[src/rtl/l1d_way_resolve_ctrl.sv]
// L1D way-resolution controller: classifies a tag-compare hit vector and sequences
// multi-hit invalidation, miss refill with per-set round-robin victims, and the response.
module l1d_way_resolve_ctrl #(
  parameter int unsigned WAYS  = 4,
  parameter int unsigned SETS  = 64,
  parameter int unsigned CNT_W = 8,
  localparam int unsigned WAY_W = $clog2(WAYS),
  localparam int unsigned SET_W = $clog2(SETS)
) (
  input  logic             core_clock_i,
  input  logic             core_reset_n_i,
  input  logic             lookup_valid_i,
  output logic             lookup_ready_o,
  input  logic [SET_W-1:0] lookup_set_i,
  input  logic [WAYS-1:0]  hit_vec_i,
  output logic             resp_valid_o,
  input  logic             resp_ready_i,
  output logic             resp_hit_o,
  output logic [WAY_W-1:0] resp_way_o,
  output logic             inval_valid_o,
  output logic [SET_W-1:0] inval_set_o,
  output logic [WAYS-1:0]  inval_ways_o,
  input  logic             inval_ack_i,
  output logic             refill_req_o,
  output logic [SET_W-1:0] refill_set_o,
  output logic [WAY_W-1:0] refill_way_o,
  input  logic             refill_ack_i,
  output logic [CNT_W-1:0] multihit_cnt_o
);

  typedef enum logic [1:0] {
    S_IDLE   = 2'd0,
    S_INVAL  = 2'd1,
    S_REFILL = 2'd2,
    S_RESP   = 2'd3
  } state_e;

  state_e             state_q;
  logic [SET_W-1:0]   set_q;
  logic [WAY_W-1:0]   way_q;
  logic               hit_q;
  logic [WAYS-1:0]    inval_ways_q;
  logic [CNT_W-1:0]   cnt_q;
  logic [WAY_W-1:0]   victim_ptr_q [SETS];

  logic [WAY_W:0]     hit_cnt;
  logic [WAY_W-1:0]   hit_idx;
  logic               single_hit;
  logic               no_hit;
  logic [WAY_W-1:0]   lookup_victim;
  logic [WAY_W-1:0]   held_victim;
  logic               lookup_fire;
  logic               refill_done;

  // Popcount and index of the (last) set bit; the index is only used when exactly one is set.
  always_comb begin
    hit_cnt = '0;
    hit_idx = '0;
    for (int unsigned i = 0; i < WAYS; i++) begin
      if (hit_vec_i[i]) begin
        hit_cnt = hit_cnt + (WAY_W+1)'(1);
        hit_idx = WAY_W'(i);
      end
    end
  end

  assign single_hit    = (hit_cnt == (WAY_W+1)'(1));
  assign no_hit        = (hit_cnt == '0);
  assign lookup_victim = victim_ptr_q[lookup_set_i];
  assign held_victim   = victim_ptr_q[set_q];
  assign lookup_fire   = (state_q == S_IDLE) && lookup_valid_i;
  assign refill_done   = (state_q == S_REFILL) && refill_ack_i;

  always_ff @(posedge core_clock_i or negedge core_reset_n_i) begin
    if (!core_reset_n_i) begin
      state_q      <= S_IDLE;
      set_q        <= '0;
      way_q        <= '0;
      hit_q        <= 1'b0;
      inval_ways_q <= '0;
      cnt_q        <= '0;
    end else begin
      case (state_q)
        S_IDLE: begin
          if (lookup_fire) begin
            set_q <= lookup_set_i;
            if (single_hit) begin
              way_q   <= hit_idx;
              hit_q   <= 1'b1;
              state_q <= S_RESP;
            end else if (no_hit) begin
              way_q   <= lookup_victim;
              hit_q   <= 1'b0;
              state_q <= S_REFILL;
            end else begin
              inval_ways_q <= hit_vec_i;
              hit_q        <= 1'b0;
              if (cnt_q != '1) begin
                cnt_q <= cnt_q + CNT_W'(1);
              end
              state_q <= S_INVAL;
            end
          end
        end
        S_INVAL: begin
          if (inval_ack_i) begin
            // Victim is read after the invalidate so the refill uses the current pointer.
            way_q        <= held_victim;
            inval_ways_q <= '0;
            state_q      <= S_REFILL;
          end
        end
        S_REFILL: begin
          if (refill_ack_i) begin
            state_q <= S_RESP;
          end
        end
        S_RESP: begin
          if (resp_ready_i) begin
            state_q <= S_IDLE;
          end
        end
        default: state_q <= S_IDLE;
      endcase
    end
  end

  always_ff @(posedge core_clock_i or negedge core_reset_n_i) begin
    if (!core_reset_n_i) begin
      for (int unsigned s = 0; s < SETS; s++) begin
        victim_ptr_q[s] <= '0;
      end
    end else if (refill_done) begin
      victim_ptr_q[set_q] <= victim_ptr_q[set_q] + WAY_W'(1);
    end
  end

  assign lookup_ready_o = (state_q == S_IDLE);
  assign inval_valid_o  = (state_q == S_INVAL);
  assign refill_req_o   = (state_q == S_REFILL);
  assign resp_valid_o   = (state_q == S_RESP);
  assign resp_hit_o     = hit_q;
  assign resp_way_o     = way_q;
  assign inval_set_o    = set_q;
  assign inval_ways_o   = inval_ways_q;
  assign refill_set_o   = set_q;
  assign refill_way_o   = way_q;
  assign multihit_cnt_o = cnt_q;

endmodule

[config.mk]
export PLATFORM = sky130hd
export DESIGN_NAME = l1d_way_resolve_ctrl
export DESIGN_NICKNAME = d
export VERILOG_FILES = /design/src/rtl/l1d_way_resolve_ctrl.sv
export SDC_FILE = /design/constraint.sdc
export NUM_CORES = 1
export LEC_CHECK = 0
export ABC_CLOCK_PERIOD_IN_PS = 2480
export BUFFER_PORTS_ARGS = -buffer_cell sky130_fd_sc_hd__buf_4
export CAP_MARGIN = 20
export CORE_UTILIZATION = 45
export CTS_CLUSTER_SIZE = 8
export DETAILED_ROUTE_END_ITERATION = 16
export SLEW_MARGIN = 15
export SYNTH_ARGS = -nofsm -noshare
export SYNTH_HDL_FRONTEND = slang
export SYNTH_SLANG_ARGS = --single-unit
[constraint.sdc]
create_clock -name core_clock_i -period 2.48 [get_ports core_clock_i]
set_input_delay 0.496 -clock core_clock_i [delete_from_list [all_inputs] [get_ports core_clock_i]]
set_output_delay 0.496 -clock core_clock_i [all_outputs]
set_load 0.01 [all_outputs]
# Yosys cells after proc, flatten, opt, wreduce, memory -nomap -nowiden
# Cells that the tools add are included.
[totals]
reg_bits = 151
latch_bits = 0
ramBits = 0
rom_bits = 0
in_bits = 16
n_memories = 0
[classes]
add_sub_neg = 5
mul = 0
div = 0
magnitude_cmp = 3
eq_ne = 12
n_shift = 0
n_mux = 34
bitwise_logic = 4
reduce_logical = 11
[ops]
columns = ["cell", "n"]
rows = [
  ["$bwmux 128", 1],
  ["$mux 2", 17],
  ["$bmux 2 s6", 2],
  ["$mux 4", 4],
  ["$ge 7x7->1 const B", 2],
  ["$not 6->7", 2],
  ["$demux 2 s6", 1],
  ["$reduce_and 5->1", 2],
  ["$add 3x1->3 const B", 3],
  ["$mux 3", 3],
  ["$add 8x1->8 const B", 1],
  ["$ne 2x1->1 const B", 4],
  ["$ne 8x8->1 const B", 1],
  ["$pmux 2 s4", 1],
  ["$pmux 4 s2", 1],
  ["$reduce_and 4->1", 2],
  ["$lt 7x1->1 const B", 1],
  ["$eq 2x2->1 const B", 2],
  ["$ne 2x2->1 const B", 2],
  ["$pmux 2 s2", 1],
  ["$eq 3x1->1 const B", 1],
  ["$logic_and 1x1->1", 3],
  ["$logic_not 3->1", 1],
  ["$mux 1", 3],
  ["other kinds (7)", 8],
]

# Logic depth before layout (Yosys ltp)
[depth]
depth_word = 12
depth_mapped = 12
depth_no_buf = 11

# Least setup slack after synthesis
# OpenSTA, ideal clock, no wires.
[synth_timing]
path_type = "input port to flip-flop"
from = "in lookup_set_i[0]"
to = "reg way_q[1], in the netlist refill_way_o[1]"
arrival_ns = 2.559
required_ns = 2.350
setup_slack_ns = -0.209
path_stages = 7
path_buffers = 2
cell_sequence = "buf_2 > buf_2 > mux4_2 > mux4_2 > mux4_2 > nand3_1 > nand4_1"
[synth_via]
elab_chain_len = 8
[synth_lines]
columns = ["item", "line", "rtl"]
rows = [
  ["start: declaration", "14", "input logic [SET_W-1:0] lookup_set_i,"],
  ["$not 6->7 (not written as such)", "69", "assign lookup_victim = victim_ptr_q[lookup_set_i];"],
  ["$bmux 2 s6", "69", ""],
  ["$mux 2 (not written as such) (2 in a row)", "69", ""],
  ["$mux 2", "91", "end else if (no_hit) begin"],
  ["$mux 2", "87", "if (single_hit) begin"],
  ["$mux 2", "85", "if (lookup_fire) begin"],
  ["$pmux 2 s2", "83", "case (state_q)"],
  ["end signal: assignment", "88", "way_q <= hit_idx;"],
  ["end signal: assignment", "92", "way_q <= lookup_victim;"],
  ["end signal: assignment", "108", "way_q <= held_victim;"],
  ["end: declaration", "40", "logic [WAY_W-1:0] way_q;"],
]
# Every way passes these cells. The select of a mux whose other input is x is not followed.
# A chain may end at the register's enable or synchronous reset.

# Worst setup path in the final report
[layout_timing]
from = "reg set_q[2], in the netlist inval_set_o[2]"
to = "reg victim_ptr_q[119] (netlist name)"
[layout_via]
elab_chain_len = 6
[layout_lines]
columns = ["item", "line", "rtl"]
rows = [
  ["start: declaration", "39", "logic [SET_W-1:0] set_q;"],
  ["start signal: assignment", "86", "set_q <= lookup_set_i;"],
  ["$not 6->7 (not written as such) *", "134", "victim_ptr_q[set_q] <= victim_ptr_q[set_q] + WAY_W'(1);"],
  ["$bmux 2 s6, or another cell as far along", "134", ""],
  ["$mux 2 (not written as such) / $logic_and 1x1->1 (equally long branches)", "134", ""],
  ["$mux 2 (not written as such)", "134", ""],
  ["$add 2x1->2 / $demux 2 s6 (equally long branches)", "134", ""],
  ["$bwmux 128 *", "134", ""],
  ["end signal: indexed assignment", "134", ""],
  ["end: declaration", "44", "logic [WAY_W-1:0] victim_ptr_q [SETS];"],
]
# Mark *: on every way between the ends. The rest lies on a longest branch, timed or not. The select of a mux whose other input is x is not followed.

==> key figures <==
Run status
  • Status: finished, violations left
  • Failing checks: negative setup slack

Placed design
  • Placed Instance Area: 10200 µm²
  • Placed Cells: 1071
  • Port buffer count: 48
  • Final Wtd Congestion: 0.965
  • Dpl hpwl: 20.0 mm

Clocking
  • CTS HTree Levels: 4
  • TritonCTS Sinks: roughly 150
  • Max Root-Sink Buffers: 2
  • CTS Buf Count: 17
  • Clock root buffer: clkbuf_16
  • Clock Latency Late Sink: approximately 430 ps
  • CTS tree: built
  • Clock slew seen by the registers of the worst setup and hold paths: 70 ps

Pwr
  • Design Power: 14.6 mW
  • VDD IR max: roughly 0.0016 V
  • P_leak: 5.02 nW
  • PwrDens: between 1000 and 1500 nW/µm²

Yosys
  • Syn Nets: between 700 and 800
  • Seq cells post-synth: 151
  • Number of synthesized flops with an enable pin: 0
  • Most used DFF post-synth: dfrtp_1
  • Count of cell types in the netlist: 63
  • Synth warnings: 0
  • Post-synthesis sequential area ratio: between 40% and 50%
  • Asr flop ratio synth: 100%
  • Area of the mapped netlist: 8990 µm²
  • Post-Syn Area per Cell: roughly 12 µm²
  • Synth Instances: 723

Floorplan
  • Core area: 19500 µm²
  • Die Ht: 143 µm
  • Die Wd: 143 µm
  • # IOs: 49
  • Total die area: 20600 µm²
  • Row count: roughly 50
  • Starting Density: 46.1%

STA
  • Final worst setup slack: -162 ps
  • Share of the clock period used by the worst path: 107%
  • Clock Skew: approximately 9.8 ps
  • RSZ-0062 raised after global routing: yes
  • Finish-stage setup viols: 122
  • Slew headroom: 57.3%
  • Post-route minimum period: about 2600 ps
  • Actual slew at the worst max-slew pin: 639 ps
  • Slew Viols, Final: 0
  • Fin. Hold Viols: 0
  • Max Fclk: 378 MHz

Critical path
  • Critical path launch point type: flop
  • Crit. End Element: flop
  • Worst path slowest cell: dfrtp_2
  • Worst flop-to-flop path endpoint: victim_ptr_q[119]
  • Arr. time, crit path: 2960 ps
  • Max incr delay on CP: 440 ps
  • Critical-path cell list: buf_12, mux2_4, a221oi_2, o22ai_2, a221oi_2, and4b_4, xnor2_4, buf_12, mux2_4
  • RR Startpoint: inval_set_o[2]
  • R2R setup slack: -160 ps
  • Worst reg2reg path depth: 9
  • Worst EP required: 2800 ps
  • Setup CP Type: reg -> reg
  • Crit Path Max Fanout: 32

Flow run
  • Max cap viols: 0

Routing
  • DR vias: 6781
  • DRC Markers: 0
  • Pre-antenna DRT Iters: 6
  • Vias per inst: about 6
  • DR WL/cell: 25.1 µm
  • DR iter-0 viols: approximately 660
  • Final wirelength: 27.9 mm
  • Post-route ant nets: 0

Hold path
  • Min-delay worst type: in -> async

Final layout
  • Area grow syn2layout: 21.9%
  • Final core utilization: between 50% and 60%
  • Layout cell share with drive strength beyond 1: 47.3%
  • Nets: 860
  • Final Non-Filler Cells: 1114
  • Inserted Diodes: 0
  • Final instance area: 11000 µm²

Global route
  • First-pass GRT wire length: between 40 and 50 mm
  • Largest net degree at the start of global routing: 55
  • GR Util All Layers: 28.3%
  • Vias in the first global route: a little under 7k
  • Antenna violations before repair: 1
  • Grt total ovfl: 0
through the flow:
step                hold slack (ps)  TNS (ps)  worst slack [ps]
floorplan                       200     -2530              -116
global placement                464    -28830              -327
detailed placement              475    -31490              -331
CTS                            18.5    -11010              -150
global route                   34.6    -21910              -232
finish                         3.65    -12250              -162
how the worst max path moves through the flow:
stage                     from                end  depth (start not counted)
6_report        inval_set_o[2]  victim_ptr_q[119]                          9
3_5_place_dp    inval_set_o[1]  victim_ptr_q[119]                         11
2_1_floorplan  lookup_set_i[0]    refill_way_o[1]                          7
5_1_grt         inval_set_o[2]   victim_ptr_q[55]                          9
4_1_cts         inval_set_o[2]  victim_ptr_q[119]                          9
3_3_place_gp    inval_set_o[1]   victim_ptr_q[51]                         11
cell type report:
| cell class | count | area (µm²) |
|---|---|---|
| clock buffer | 18 | 429 |
| clock inverter | 14 | 123 |
| fill | 1663 | 8560 |
| inverter | 14 | 52.6 |
| multi-input combinational | 501 | 4860 |
| sequential | 151 | 3780 |
| tap | 265 | 332 |
| timing repair buffer | 151 | 1380 |
synthesized netlist by cell type, drive strengths merged, types with 4 or more instances:
cell type,n,area share [%]
a211oi,4,0.39
a21oi,17,0.95
a221o,5,0.56
a221oi,13,1.5
a22oi,10,0.89
a31o,4,0.39
a31oi,5,0.35
and3,8,0.56
buf,39,3.1
clkbuf,18,0.75
dfrtp,151,42
ha,8,1.1
inv,14,0.58
mux2,153,22
mux2i,16,1.8
mux4,40,10
nand2,42,1.8
nand2b,4,0.28
nand3,9,0.50
nand4,5,0.51
nor2,72,3.0
nor2b,11,0.77
nor3,4,0.22
nor3b,4,0.33
o21ai,14,0.78
o22ai,9,0.63
xnor2,6,0.79
xor2,4,0.39
sequential cells by signal (all words and copies together) (netlist names):
signal	cells
state_q	2
inval_set_o	6
multihit_cnt_o	8
refill_way_o	2
victim_ptr_q	128
resp_hit_o	1
inval_ways_o	4
worst max-delay path: cells and delay by family, from the launching register on:
kind / cells / cell delay (ps)
AOI/OAI and AO/OA: 3 / 700
muxes: 2 / 580
DFF: 1 / 440
and+or+nand+nor: 1 / 340
buffers and inverters: 2 / 340
xor gates and xnor gates: 1 / 110
layout by cell type, fill, tap and decap left out, types with 5 or more instances in the layout:
cell type,n
o21ai_0,14
a221o_1,5
a221oi_2,5
mux2_2,87
and3_1,8
inv_1,14
nand2_1,42
nor2_1,70
buf_4,131
mux4_2,40
o22ai_1,8
buf_12,15
nand3_1,9
a31oi_1,5
mux2_4,65
ha_1,8
a221oi_1,8
xnor2_1,5
a22oi_1,9
clkinvlp_4,5
a21oi_1,16
clkbuf_16,20
mux2i_1,16
nor2b_1,9
dfrtp_1,149
logic make-up (layout without fill, tap and decap cells):
| family | count (synthesis) | in the layout | synth area share [%] |
|---|---|---|---|
| multiplexers | 209 | 209 | 33.7 |
| AO/OA/AOI/OAI | 99 | 99 | 8.19 |
| AND/OR/NAND/NOR | 175 | 175 | 9.38 |
| flip-flops | 151 | 151 | 42.0 |
| adder cells (fa/ha/maj) | 8 | 8 | 1.11 |
| XOR/XNOR | 10 | 10 | 1.18 |
| buffers and inverters | 71 | 197 | 4.45 |
report_power, final:
group / internal [mW] / leakage [nW] / switching [mW]
Sequential: 3.30 / 2.05 / 0.873
Combinational: 3.86 / 2.71 / 4.05
Clock: 1.38 / 0.259 / 1.11
what timing repair did:
item,in CTS,in global routing
hold buffers,0,0
gates resized for setup,6,13
buffers inserted,0,8
endpoints found under the hold margin,0,0
cloned,0,3
endpoints found under the setup margin,130,129
pin swaps,3,0
routing by layer:
metal  vias up  track usage (%)  share of wire, %
met5         -                0             0.047
met4         2             12.8               4.0
met3        69             6.53               7.2
met2       306             44.2                47
met1      3488             37.4                42
li1       2916                -                 -
Power figures use the tool's default switching activity.
